<file path="config.mk">
export PLATFORM = sky130hd
export DESIGN_NAME = cmac_link_monitor
export DESIGN_NICKNAME = d
export VERILOG_FILES = /design/src/rtl/cmac_link_monitor.sv
export SDC_FILE = /design/constraint.sdc
export NUM_CORES = 1
export LEC_CHECK = 0
export ABC_AREA = 0
export BUFFER_PORTS_ARGS = -buffer_cell sky130_fd_sc_hd__buf_2
export CORE_MARGIN = 8
export CORE_UTILIZATION = 50
export CTS_CLUSTER_DIAMETER = 100
export CTS_CLUSTER_SIZE = 10
export DETAILED_ROUTE_END_ITERATION = 10
export HOLD_SLACK_MARGIN = 0.02
export MAX_ROUTING_LAYER = met4
export PLACE_DENSITY = 0.71
export SYNTH_ARGS = -nofsm -noshare
export SYNTH_HDL_FRONTEND = slang
export SYNTH_SLANG_ARGS = --single-unit
export TNS_END_PERCENT = 5
</file>
<file path="constraint.sdc">
create_clock -name rx_clk -period 7.38 [get_ports rx_clk]
set_input_delay 0.369 -clock rx_clk [delete_from_list [all_inputs] [get_ports rx_clk]]
set_output_delay 0.369 -clock rx_clk [all_outputs]
set_load 0.02 [all_outputs]
</file>
<file path="src/rtl/cmac_link_monitor.sv">
// cmac_link_monitor: debounced CMAC rx link status, loss/glitch/dp-reset stats and uptime.
// Optional glitch counter built only when CMAC_LINK_MON_GLITCH_COUNT_EN is defined.
module cmac_link_monitor #(
   parameter int FREQ_HZ     = 322265625,
   parameter int UP_CYCLES   = 65536,
   parameter int DOWN_CYCLES = 4096
) (
   input  logic        rx_clk,
   input  logic        rx_resetn,
   input  logic        sync_rx_aligned,
   input  logic        reset_rx_datapath,
   input  logic        clear_stats,
   output logic        link_up,
   output logic        link_changed,
   output logic [15:0] link_down_count,
   output logic [15:0] glitch_count,
   output logic [15:0] dp_reset_count,
   output logic [31:0] uptime_sec
);
   localparam int QW = $clog2(UP_CYCLES > DOWN_CYCLES ? UP_CYCLES : DOWN_CYCLES);
   localparam int PW = $clog2(FREQ_HZ);

   typedef enum logic [1:0] {DOWN, QUALIFY, UP, GLITCH} state_t;

   state_t        st, nxt;
   logic [QW-1:0] qual_cnt, qual_nxt;
   logic [PW-1:0] presc;
   logic          up_nxt, loss, enter_up, dp_q, dp_rise, wrap;

   always_ff @(posedge rx_clk or negedge rx_resetn)
      if (!rx_resetn) begin
         st       <= DOWN;
         qual_cnt <= '0;
      end else begin
         st       <= nxt;
         qual_cnt <= qual_nxt;
      end

   // datapath reset outranks alignment in both link-up states
   always_comb begin
      nxt      = st;
      qual_nxt = qual_cnt;
      case (st)
         DOWN:
            if (sync_rx_aligned) begin
               nxt      = QUALIFY;
               qual_nxt = QW'(1);
            end
         QUALIFY:
            if (!sync_rx_aligned) nxt = DOWN;
            else if (qual_cnt == QW'(UP_CYCLES - 1)) nxt = UP;
            else qual_nxt = qual_cnt + QW'(1);
         UP:
            if (reset_rx_datapath) nxt = DOWN;
            else if (!sync_rx_aligned) begin
               nxt      = GLITCH;
               qual_nxt = QW'(1);
            end
         GLITCH:
            if (reset_rx_datapath) nxt = DOWN;
            else if (sync_rx_aligned) nxt = UP;
            else if (qual_cnt == QW'(DOWN_CYCLES - 1)) nxt = DOWN;
            else qual_nxt = qual_cnt + QW'(1);
      endcase
   end

   always_comb begin
      link_up  = (st == UP) || (st == GLITCH);
      up_nxt   = (nxt == UP) || (nxt == GLITCH);
      loss     = link_up && (nxt == DOWN);
      enter_up = (st == QUALIFY) && (nxt == UP);
      dp_rise  = reset_rx_datapath && !dp_q;
      wrap     = presc == PW'(FREQ_HZ - 1);
   end

   always_ff @(posedge rx_clk or negedge rx_resetn)
      if (!rx_resetn) begin
         link_changed    <= 1'b0;
         dp_q            <= 1'b0;
         link_down_count <= '0;
         dp_reset_count  <= '0;
         presc           <= '0;
         uptime_sec      <= '0;
      end else begin
         link_changed    <= up_nxt != link_up;
         dp_q            <= reset_rx_datapath;
         link_down_count <= clear_stats ? '0 : link_down_count + 16'(loss && !(&link_down_count));
         dp_reset_count  <= clear_stats ? '0 : dp_reset_count + 16'(dp_rise && !(&dp_reset_count));
         // prescaler only runs while the link is up; uptime freezes on link loss
         presc           <= (clear_stats || enter_up) ? '0 : !link_up ? presc : wrap ? '0 : presc + PW'(1);
         uptime_sec      <= (clear_stats || enter_up) ? '0 :
                            uptime_sec + 32'(link_up && wrap && !(&uptime_sec));
      end

`ifdef CMAC_LINK_MON_GLITCH_COUNT_EN
   logic recover;
   assign recover = (st == GLITCH) && (nxt == UP);
   always_ff @(posedge rx_clk or negedge rx_resetn)
      if (!rx_resetn) glitch_count <= '0;
      else glitch_count <= clear_stats ? '0 : glitch_count + 16'(recover && !(&glitch_count));
`else
   assign glitch_count = '0;
`endif
endmodule
</file>
==> flow_metrics.py, run 1 <==
metrics = {
    "sta": {
        "grt_setup_unrepaired": "no",
        "setup-tns-final_ps": 0,
        "max-slew-margin-rel": 0.189,
        "final_hold_viol_count": 0,
        "finalSetupViolations": 0,
        "timing.clock.skew_ps": 9.78,
        "crit_share_post_route": 0.593,
        "final.setup.worst_slack_ps": 3010,
        "period_minus_slack_ps": 4370,
        "slew_violations": 0,
        "max_clock_freq_ghz": 0.229,
        "worst_slew_pin_slew_ps": 1220,
    },
    "logic_synthesis": {
        "syn-instance-count": 663,
        "yosys_warnings": 0,
        "syn_area_per_cell_um2": 9.09,
        "ys_ff_latch": 113,
        "synth-edff-count": 0,
        "synth-seq-area-share": 0.469,
        "synthesis.area_um2": 6030,
        "synth.largest_area_cell": "sky130_fd_sc_hd__dfrtp_1",
        "synth_top_flop_cell": "sky130_fd_sc_hd__dfrtp_1",
        "yosys-top-cells-area": "sky130_fd_sc_hd__dfrtp_1 (47%), sky130_fd_sc_hd__xor2_1 (5.8%), sky130_fd_sc_hd__nor2_1 (5.4%)",
        "count_of_distinct_cell_types_in_the_synthesized_netlist": 57,
        "synth_async_sr_flop_share": 1.00,
        "yosysTopAreaCellShare": 0.469,
    },
    "layout": {
        "commonest_cells_after_routing_fill_and_taps_aside": "sky130_fd_sc_hd__dfrtp_1 (113), sky130_fd_sc_hd__nor2_1 (86), sky130_fd_sc_hd__nand2_1 (72)",
        "antenna-diode-count": 0,
        "final_net_count": 745,
        "layout.cells.most_common": "sky130_fd_sc_hd__dfrtp_1",
        "synthToLayoutAreaGrowth_pct": 17.8,
        "post_route_cells_drive_above_1_share": 0.153,
    },
    "clocking": {
        "ctsHoldBuffers": 1,
        "ctsLongestPathBuffers": 2,
        "postCtsSetupRepairBufs": 0,
        "clk_transition_reported_paths_ps": 50,
        "cts.htree.levels": 4,
        "tritoncts": "done",
        "cts.sinks": 113,
        "resize_count_post_cts": 0,
        "worstSkewPairLatency_ps": 420,
        "root_buffer": "sky130_fd_sc_hd__clkbuf_16",
        "cts_buffers": 17,
    },
    "critical_path": {
        "path_cells": "or4_1 > or4_4 > nor2_2 > nand2_1 > a31oi_1 > ha_1 > ha_1 > nand3_1 > nor3_1 > nand4_1 > or3_1 > nand2_1",
        "worstSetupStartpointType": "register",
        "critical_path.max_stage_delay_ps": 670,
        "crit_buf_inv": 0,
        "family_of_cells_with_the_greatest_summed_delay_on_the_critical_path": "simple AND/OR/NAND/NOR gates",
        "arrival_ps": 4730,
        "crit_path_max_fanout": 22,
        "timing_worst_setup_path_type": "register to register",
        "cp_data_required_time_ps": 7730,
        "endpoint_kind": "register",
        "timing.critical_path.slowest_stage_cell": "sky130_fd_sc_hd__nor2_2",
    },
    "drt": {
        "total_wire_length_after_detailed_routing_um": 14200,
        "detail_route.wirelength.met1_um": 6140,
        "remaining_drc_errors": 0,
        "route.top_layer_used": "met4",
        "drtPass1Iterations": 5,
        "vias_per_cell": 5.78,
        "wl_per_cell_um": 16.0,
        "first_iter_violations": 371,
        "antenna_violating_nets_post_route": 0,
        "met2WireLength_um": 6960,
        "vias": 5148,
        "wl_met3_um": 911,
    },
    "floorplan": {
        "num_io_pins": 87,
        "dieHeight_um": 126,
        "chipWidth_um": 126,
        "core_region_area_um2": 11900,
        "dieArea_um2": 15800,
        "start_util": 0.506,
        "core.rowCount": 40,
    },
    "placement": {
        "numPortBuffers": 70,
        "pre_cts_slack_ps": 3110,
        "dp_hpwl_um": 9540,
        "gp_congestion": 0.870,
    },
    "hold_path": {
        "worst_hold_path_type": "input port to register",
    },
    "global_route": {
        "grt_overflow": 0,
        "grt_first_pass_wirelength_um": 24200,
        "vias_in_the_first_global_route": 4978,
        "grt_antenna_before_repair": 0,
        "grtUsageTotal": 0.189,
        "grt_max_degree": 72,
    },
    "job": {
        "drv_cap": 0,
    },
    "power": {
        "power_density_nw_per_um2": 242,
        "leakagePower_nw": 3.25,
        "max-vdd-ir-drop_v": 0.000124,
    },
    "run_status": {
        "status": "finished clean",
    },
}
==> registers in the layout, indices dropped and copies added (netlist names) <==
name / count
link_down_count: 16
link_changed: 1
presc: 29
qual_cnt: 16
dp_q: 1
st: 2
uptime_sec: 32
dp_reset_count: 16
==> power by group <==
group / internal, W / switching (W)
clock network: 0.000672 / 0.000282
registers: 0.000645 / 0.0000360
logic: 0.0000292 / 0.0000515
total: 0.00135 / 0.000370
==> through the flow <==
stage	hold WS, ps	instances	power [W]	utilization	area, µm²
after detailed placement	403	858	0.000772	0.538	6410
after CTS	109	891	0.00173	0.596	7100
after global routing	115	891	0.00177	0.596	7100
after floorplan	73.4	678	0.000746	-	6090
after global placement	400	858	0.000766	0.538	6410
final	129	891	0.00172	0.596	7100
==> layout make-up <==
| class | instances | area [µm²] |
|---|---|---|
| fill | 1037 | 4810 |
| timing repair buffer | 74 | 385 |
| multi-input combinational | 514 | 2980 |
| sequential | 113 | 2830 |
| clock inverter | 12 | 235 |
| tap | 147 | 184 |
| inverter | 11 | 41.3 |
| clock buffer | 20 | 447 |
==> logic make-up after synthesis <==
family                     count (synthesis)  share of synthesized area
muxes                                      2                    0.00353
DFF                                      113                      0.469
AOI/OAI and AO/OA                         91                     0.0928
buffers and inverters                     51                     0.0454
xor gates and xnor gates                  55                     0.0799
and+or+nand+nor                          341                      0.290
other                                      1                   0.000622
adders and majority gates                  9                     0.0187
==> worst register-to-register path: cells and delay by family, from the launching register on <==
kind / cells / cell delay, ps
and+or+nand+nor: 9 / 3190
AOI/OAI and AO/OA: 1 / 180
DFF: 1 / 430
adders and majority gates: 2 / 500
==> final timing paths <==
kind                                       start                          end  slack (ps)  cells after the start
setup / recovery            presc[6]$_DFFE_PN0P_     uptime_sec[30]$_DFF_PN0_        3010                     12
hold / removal                 reset_rx_datapath               dp_q$_DFF_PN0_         130                      1
setup reg to reg            presc[6]$_DFFE_PN0P_     uptime_sec[30]$_DFF_PN0_        3010                     12
hold reg to reg            presc[28]$_DFFE_PN0P_        presc[28]$_DFFE_PN0P_         480                      1
max in group asynchronous              rx_resetn  dp_reset_count[0]$_DFF_PN0_        5580                      3
min in group asynchronous              rx_resetn     qual_cnt[10]$_DFFE_PN0P_         500                      2
==> synthesized netlist by cell type, drive strengths merged, types with 8 or more instances <==
master	n
clkbuf	11
nor3	17
xor2	40
buf	29
ha	9
inv	11
nand2	72
nor4	9
nand3b	8
and4	8
o21ai	37
nand3	44
and3	22
o221ai	8
a21oi	22
nand4	30
dfrtp	113
nor2	87
xnor2	15
or3	9
==> metal layers <==
metal  GRT usage  vias up
met3      0.0464       25
met2       0.293      173
li1            -     2461
met5           -        -
met4      0.0913        0
met1       0.227     2489
Power figures use the tool's default switching activity.
==> run 2: changes to the inputs <==
--- a/config.mk
+++ b/config.mk
@@ -5,7 +5,7 @@
 export SDC_FILE = /design/constraint.sdc
 export NUM_CORES = 1
 export LEC_CHECK = 0
-export ABC_AREA = 0
+export ABC_AREA = 1
 export BUFFER_PORTS_ARGS = -buffer_cell sky130_fd_sc_hd__buf_2
 export CORE_MARGIN = 8
 export CORE_UTILIZATION = 50
@@ -14,7 +14,7 @@
 export DETAILED_ROUTE_END_ITERATION = 10
 export HOLD_SLACK_MARGIN = 0.02
 export MAX_ROUTING_LAYER = met4
-export PLACE_DENSITY = 0.71
+export PLACE_DENSITY = 0.7
 export SYNTH_ARGS = -nofsm -noshare
 export SYNTH_HDL_FRONTEND = slang
 export SYNTH_SLANG_ARGS = --single-unit
==> constraint.sdc (replaced) <==
create_clock -name rx_clk -period 4.4 [get_ports rx_clk]
set_input_delay 0.22 -clock rx_clk [delete_from_list [all_inputs] [get_ports rx_clk]]
set_output_delay 0.22 -clock rx_clk [all_outputs]
set_load 0.02 [all_outputs]
==> flow_metrics.py, run 2 <==
metrics = {
    "drt": {
        "wl_per_cell_um": 14.0,
        "first_iter_violations": 466,
        "total_wire_length_after_detailed_routing_um": 17800,
        "vias": 6558,
        "antenna_violating_nets_post_route": 0,
        "drtPass1Iterations": 5,
        "remaining_drc_errors": 0,
        "vias_per_cell": 5.16,
    },
    "logic_synthesis": {
        "count_of_distinct_cell_types_in_the_synthesized_netlist": 34,
        "yosys_warnings": 0,
        "synth_top_flop_cell": "sky130_fd_sc_hd__dfrtp_1",
        "ys_ff_latch": 113,
        "synthesis.area_um2": 7040,
        "syn-instance-count": 1009,
        "synth-edff-count": 0,
        "synth.largest_area_cell": "sky130_fd_sc_hd__dfrtp_1",
        "yosysTopAreaCellShare": 0.401,
        "syn_area_per_cell_um2": 6.98,
        "synth_async_sr_flop_share": 1.00,
        "synth.top_cells.by_count": "sky130_fd_sc_hd__nand2_1 (305), sky130_fd_sc_hd__nor2_1 (184), sky130_fd_sc_hd__dfrtp_1 (113)",
        "yosys.cell_count.top_type": "sky130_fd_sc_hd__nand2_1",
        "synth-seq-area-share": 0.401,
        "yosys-top-cells-area": "sky130_fd_sc_hd__dfrtp_1 (40%), sky130_fd_sc_hd__nand2_1 (16%), sky130_fd_sc_hd__nor2_1 (9.8%)",
    },
    "placement": {
        "numPortBuffers": 70,
        "dp_area_um2": 7460,
        "gp_congestion": 0.916,
        "number_of_placed_cells_counting_well_taps": 1239,
        "dp_hpwl_um": 13100,
    },
    "critical_path": {
        "timing.critical_path.slowest_stage_cell": "sky130_fd_sc_hd__dfrtp_1",
        "arrival_ps": 3260,
        "critical_path.max_stage_delay_ps": 420,
        "cp_data_required_time_ps": 4720,
        "rr_startpoint": "qual_cnt[0]$_DFFE_PN0P_",
        "family_of_cells_with_the_greatest_summed_delay_on_the_critical_path": "simple AND/OR/NAND/NOR gates",
        "crit_path_max_fanout": 6,
        "timing.reg2reg.worst_path_depth": 19,
        "timing.critical_path.mode_cell": "sky130_fd_sc_hd__nand2_1",
        "timing_worst_setup_path_type": "register to register",
        "path_cells": "ha_1 > inv_1 > nor2_4 > nand2_4 > nor3_1 > nand2_1 > nand2_1 > nand3_1 > nor2_1 > ha_1 > nand2_1 > nor2_1 > nand2_1 > nor2_1 > nand2_1 > nor2_1 > nand2_1 > nand2_1 > nor2_1",
        "reg2reg_slack_ps": 1460,
        "worstSetupStartpointType": "register",
        "crit_buf_inv": 1,
        "endpoint_kind": "register",
        "regToRegEndpoint": "link_down_count[14]$_DFF_PN0_",
    },
    "floorplan": {
        "dieArea_um2": 18100,
        "core_region_area_um2": 13800,
        "start_util": 0.509,
        "chipWidth_um": 135,
        "core.rowCount": 43,
        "num_io_pins": 87,
        "dieHeight_um": 135,
    },
    "sta": {
        "max-slew-margin-rel": 0.348,
        "slew_violations": 0,
        "setup-tns-final_ps": 0,
        "period_minus_slack_ps": 2940,
        "grt_setup_unrepaired": "no",
        "finalSetupViolations": 0,
        "final_hold_viol_count": 0,
        "timing.clock.skew_ps": 9.01,
        "max_clock_freq_ghz": 0.340,
        "crit_share_post_route": 0.669,
        "worst_slew_pin_slew_ps": 974,
    },
    "clocking": {
        "root_buffer": "sky130_fd_sc_hd__clkbuf_16",
        "cts.sinks": 113,
        "ctsLongestPathBuffers": 2,
        "worstSkewPairLatency_ps": 420,
        "cts.htree.levels": 4,
        "resize_count_post_cts": 0,
        "clk_transition_reported_paths_ps": 50,
        "cts_buffers": 17,
        "tritoncts": "done",
    },
    "layout": {
        "largest_register_ffs": 32,
        "final_area_um2": 8040,
        "final_net_count": 1094,
        "layout.cells.most_common": "sky130_fd_sc_hd__nand2_1",
        "antenna-diode-count": 0,
        "max_flop_register": "uptime_sec",
        "post_route_cells_drive_above_1_share": 0.103,
        "nFillCells": 1349,
        "biggestRegsByFlops": "uptime_sec (32), presc (29)",
        "commonest_cells_after_routing_fill_and_taps_aside": "sky130_fd_sc_hd__nand2_1 (305), sky130_fd_sc_hd__nor2_1 (184), sky130_fd_sc_hd__dfrtp_1 (113)",
        "synthToLayoutAreaGrowth_pct": 14.1,
        "fin_cells": 1272,
    },
    "global_route": {
        "vias_in_the_first_global_route": 6171,
        "grtUsageTotal": 0.208,
        "grt_max_degree": 43,
        "grt_antenna_before_repair": 0,
        "grt_first_pass_wirelength_um": 29900,
        "grt_overflow": 0,
    },
    "hold_path": {
        "hold_path_depth": 3,
        "worst_hold_path_type": "input port to register",
        "worst_hold_startpoint": "sync_rx_aligned",
        "hold-path-endpoint": "st[1]$_DFF_PN0_",
    },
    "power": {
        "max-vdd-ir-drop_v": 0.000304,
        "power_density_nw_per_um2": 307,
        "leakagePower_nw": 3.74,
    },
    "job": {
        "drv_cap": 0,
    },
    "run_status": {
        "status": "finished clean",
    },
}
run 2: cell types whose count changed after synthesis, moves of 8 or more:
| cell | before | now |
|---|---|---|
| sky130_fd_sc_hd__nor3_1 | 17 | 38 |
| sky130_fd_sc_hd__xor2_1 | 40 | 32 |
| sky130_fd_sc_hd__and4_1 | 8 | 0 |
| sky130_fd_sc_hd__o21ai_0 | 28 | 17 |
| sky130_fd_sc_hd__o21ai_1 | 8 | 0 |
| sky130_fd_sc_hd__nand2_1 | 72 | 305 |
| sky130_fd_sc_hd__and3_1 | 22 | 1 |
| sky130_fd_sc_hd__nor2_1 | 86 | 184 |
| sky130_fd_sc_hd__or3_1 | 9 | 0 |
| sky130_fd_sc_hd__inv_1 | 11 | 98 |
| sky130_fd_sc_hd__nand3_1 | 44 | 65 |
| sky130_fd_sc_hd__o221ai_1 | 8 | 0 |
run 2: cell families (layout without fill, tap and decap cells):
| kind of cell | count (synthesis) | count (layout) | synth area share |
|---|---|---|---|
| AOI/OAI and AO/OA | 52 | 52 | 0.0405 |
| and+or+nand+nor | 649 | 649 | 0.394 |
| buffers and inverters | 137 | 205 | 0.0879 |
| adders and majority gates | 9 | 9 | 0.0160 |
| xor gates and xnor gates | 48 | 48 | 0.0597 |
| other | 1 | 16 | 0.000532 |
| DFF | 113 | 113 | 0.401 |
run 2: through the flow:
stage,util,setup WS (ps),hold slack (ps),total power [W]
after floorplan,-,1850,-75.6,0.00114
after CTS,0.581,1450,154,0.00249
after detailed placement,0.539,1510,189,0.00116
final,0.581,1460,159,0.00247
after global routing,0.581,1060,167,0.00255
after global placement,0.539,1580,187,0.00116
run 2: how the worst max path moves through the flow:
stage | cells past startpoint | endpoint | from
2_1_floorplan | 17 | link_down_count[15]$_DFF_PN0_ | qual_cnt[0]$_DFFE_PN0P_
3_3_place_gp | 15 | uptime_sec[26]$_DFF_PN0_ | presc[0]$_DFFE_PN0P_
3_5_place_dp | 19 | link_down_count[14]$_DFF_PN0_ | qual_cnt[0]$_DFFE_PN0P_
4_1_cts | 19 | link_down_count[14]$_DFF_PN0_ | qual_cnt[0]$_DFFE_PN0P_
5_1_grt | 19 | link_down_count[14]$_DFF_PN0_ | qual_cnt[0]$_DFFE_PN0P_
6_report | 19 | link_down_count[14]$_DFF_PN0_ | qual_cnt[0]$_DFFE_PN0P_
run 2: layer usage:
layer	vias up	share of wire	track usage
met5	-	0	-
met4	0	0.011	0.0643
met3	17	0.067	0.0524
met2	202	0.45	0.308
met1	3035	0.47	0.274
li1	3304	-	-
run 2: worst min-delay path: stages:
cell and delay [ps]:
sky130_fd_sc_hd__buf_2 140, sky130_fd_sc_hd__nand4_1 120, sky130_fd_sc_hd__nand2_1 60
run 2: final cells by class:
| type | count | area [µm²] | area share |
|---|---|---|---|
| multi-input cells | 774 | 3650 | 0.454 |
| flip-flops and latches | 113 | 2830 | 0.352 |
| clock buffers | 21 | 450 | 0.0560 |
| repair buffers | 75 | 395 | 0.0492 |
| inverters | 99 | 374 | 0.0465 |
| well taps | 180 | 225 | 0.0280 |
| clock inverters | 10 | 113 | 0.0140 |
run 2: report_power, final:
part,total (W),leakage [nW],internal (W),switching [W]
logic,0.0000884,1.90,0.0000157,0.0000728
clock network,0.00133,0.273,0.000840,0.000486
registers,0.00105,1.57,0.00105,0.00000806
run 2: what timing repair did:
item	4_1_cts	5_1_grt
endpoints found under the setup margin	0	0
hold endpoints to repair	31	0
setup buffers	0	0
hold buffers	2	0
==> run 3: changes to the inputs <==
==> constraint.sdc (replaced) <==
create_clock -name rx_clk -period 3 [get_ports rx_clk]
set_input_delay 0.15 -clock rx_clk [delete_from_list [all_inputs] [get_ports rx_clk]]
set_output_delay 0.15 -clock rx_clk [all_outputs]
set_load 0.02 [all_outputs]
==> flow_metrics.py, run 3 (same netlist as run 2, synthesis figures left out) <==
metrics = {
    "layout": {
        "antenna-diode-count": 0,
        "biggestRegsByFlops": "uptime_sec (32), presc (29)",
        "synthToLayoutAreaGrowth_pct": 17.1,
        "max_flop_register": "uptime_sec",
        "post_route_cells_drive_above_1_share": 0.132,
        "fin_cells": 1290,
        "final_area_um2": 8250,
        "multi_input_comb_area_um2": 3700,
        "area.sequential_um2": 2830,
        "nFillCells": 1323,
        "largest_register_ffs": 32,
        "commonest_cells_after_routing_fill_and_taps_aside": "sky130_fd_sc_hd__nand2_1 (305), sky130_fd_sc_hd__nor2_1 (176), sky130_fd_sc_hd__dfrtp_1 (112)",
        "final_net_count": 1111,
        "post-route-util": 0.597,
        "layout.cells.most_common": "sky130_fd_sc_hd__nand2_1",
    },
    "sta": {
        "crit_share_post_route": 0.910,
        "final_hold_viol_count": 0,
        "period_minus_slack_ps": 2730,
        "worst_slew_pin_slew_ps": 807,
        "max_clock_freq_ghz": 0.366,
        "max-slew-margin-rel": 0.462,
        "finalSetupViolations": 0,
        "timing.clock.skew_ps": 9.96,
        "grt_setup_unrepaired": "yes",
        "hold_ws_ps": 92.1,
        "slew_violations": 0,
    },
    "power": {
        "power_density_nw_per_um2": 450,
        "max-vdd-ir-drop_v": 0.000331,
        "leakagePower_nw": 3.85,
    },
    "drt": {
        "vias_per_cell": 5.14,
        "first_iter_violations": 512,
        "wl_per_cell_um": 14.3,
        "drtPass1Iterations": 5,
        "remaining_drc_errors": 0,
        "antenna_violating_nets_post_route": 0,
        "total_wire_length_after_detailed_routing_um": 18400,
        "vias": 6627,
    },
    "run_status": {
        "status": "finished clean",
    },
    "global_route": {
        "grt_max_degree": 61,
        "grt.met1_usage": 0.282,
        "vias_in_the_first_global_route": 6490,
        "gr-max-usage-layer": "met2",
        "gr-usage-met3": 0.0435,
        "grt_overflow": 0,
        "grt.met2_usage": 0.328,
        "grt_first_pass_wirelength_um": 31200,
        "grt_antenna_before_repair": 0,
        "grtUsageTotal": 0.217,
    },
    "clocking": {
        "postCtsSetupRepairBufs": 0,
        "cts_buffers": 17,
        "clk_transition_reported_paths_ps": 60,
        "ctsLongestPathBuffers": 2,
        "root_buffer": "sky130_fd_sc_hd__clkbuf_16",
        "tritoncts": "done",
        "worstSkewPairLatency_ps": 430,
        "cts.htree.levels": 4,
        "cts.sinks": 113,
    },
    "critical_path": {
        "timing_worst_setup_path_type": "register to register",
        "cp_data_required_time_ps": 3290,
        "worstSetupStartpointType": "register",
        "timing.critical_path.slowest_stage_cell": "sky130_fd_sc_hd__dfrtp_1",
        "arrival_ps": 3030,
        "rr_startpoint": "presc[22]$_DFFE_PN0P_",
        "cp-startpoint": "presc[22]$_DFFE_PN0P_",
        "path_cells": "nor2_1 > nand3_1 > nor3_2 > nand3_1 > nor2_1 > ha_1 > ha_1 > nand3_1 > nor2_4 > nand2_1 > nor2_2 > nand2_1 > xor2_1 > nor2_1",
        "crit_path_max_fanout": 6,
        "family_of_cells_with_the_greatest_summed_delay_on_the_critical_path": "simple AND/OR/NAND/NOR gates",
        "crit_buf_inv": 0,
        "endpoint_kind": "register",
        "critical_path.max_stage_delay_ps": 420,
    },
    "floorplan": {
        "dieArea_um2": 18100,
        "core.rowCount": 43,
        "core_region_area_um2": 13800,
        "chipWidth_um": 135,
        "start_util": 0.509,
        "num_io_pins": 87,
        "dieHeight_um": 135,
    },
    "hold_path": {
        "worst_hold_startpoint": "sync_rx_aligned",
        "worst_hold_path_type": "input port to register",
    },
    "job": {
        "drv_cap": 0,
    },
    "placement": {
        "dp_area_um2": 7580,
        "gp_congestion": 0.941,
        "number_of_placed_cells_counting_well_taps": 1256,
        "dp_hpwl_um": 13300,
        "numPortBuffers": 70,
    },
}
-- run 3: cell types whose count changed in the layout (fill, tap and decap cells not counted), moves of 6 or more --
cell / change
sky130_fd_sc_hd__nor2_1: -8
sky130_fd_sc_hd__clkbuf_8: +6
sky130_fd_sc_hd__nor2_2: +7
sky130_fd_sc_hd__buf_4: +17
-- run 3: layout make-up --
class	instances	share of cell area
multi-input combinational	774	0.449
sequential	113	0.343
clock buffer	25	0.0637
timing repair buffer	92	0.0634
inverter	99	0.0453
tap	180	0.0273
clock inverter	7	0.00880
-- run 3: worst paths after layout --
kind,to,slack (ps),depth (start not counted)
worst max register to register,uptime_sec[24]$_DFF_PN0_,270,14
min in group asynchronous,presc[21]$_DFFE_PN0P_,370,2
worst min register to register,qual_cnt[15]$_DFFE_PN0P_,540,2
worst min-delay path,st[1]$_DFF_PN0_,90,3
worst max-delay path,uptime_sec[24]$_DFF_PN0_,270,14
max in group asynchronous,qual_cnt[0]$_DFFE_PN0P_,1840,3
-- run 3: where the power goes --
group	total [W]	internal, W	switching, W	leakage, nW
Clock	0.00203	0.00129	0.000735	0.291
Sequential	0.00155	0.00154	0.0000123	1.57
Combinational	0.000136	0.0000270	0.000109	1.99
Total	0.00371	0.00285	0.000856	3.85
-- run 3: stage by stage --
stage               total power, W  setup WS (ps)  setup TNS (ps)
floorplan                  0.00167            453               0
global placement           0.00171            244               0
detailed placement         0.00171            166               0
CTS                        0.00373            112               0
global route               0.00380          -26.9           -79.8
finish                     0.00371            269               0
-- run 3: timing repair --
| item | in CTS | in global routing |
|---|---|---|
| hold buffers | 2 | 0 |
| resized for setup | 0 | 15 |
| hold endpoints to repair | 58 | 0 |
| endpoints found under the setup margin | 0 | 17 |
-- run 3: layer usage --
metal / share of wire / vias up / routed length [µm]
met1: 0.47 / 3052 / 8660
li1: - / 3336 / -
met2: 0.46 / 212 / 8390
met4: 0.018 / 0 / 328
met3: 0.057 / 27 / 1060
met5: 0 / - / 0
-- run 3: worst min-delay path: cells and delay by family --
kind	cells	cell delay [ps]
AND/OR/NAND/NOR	2	180
buffers and inverters	1	140
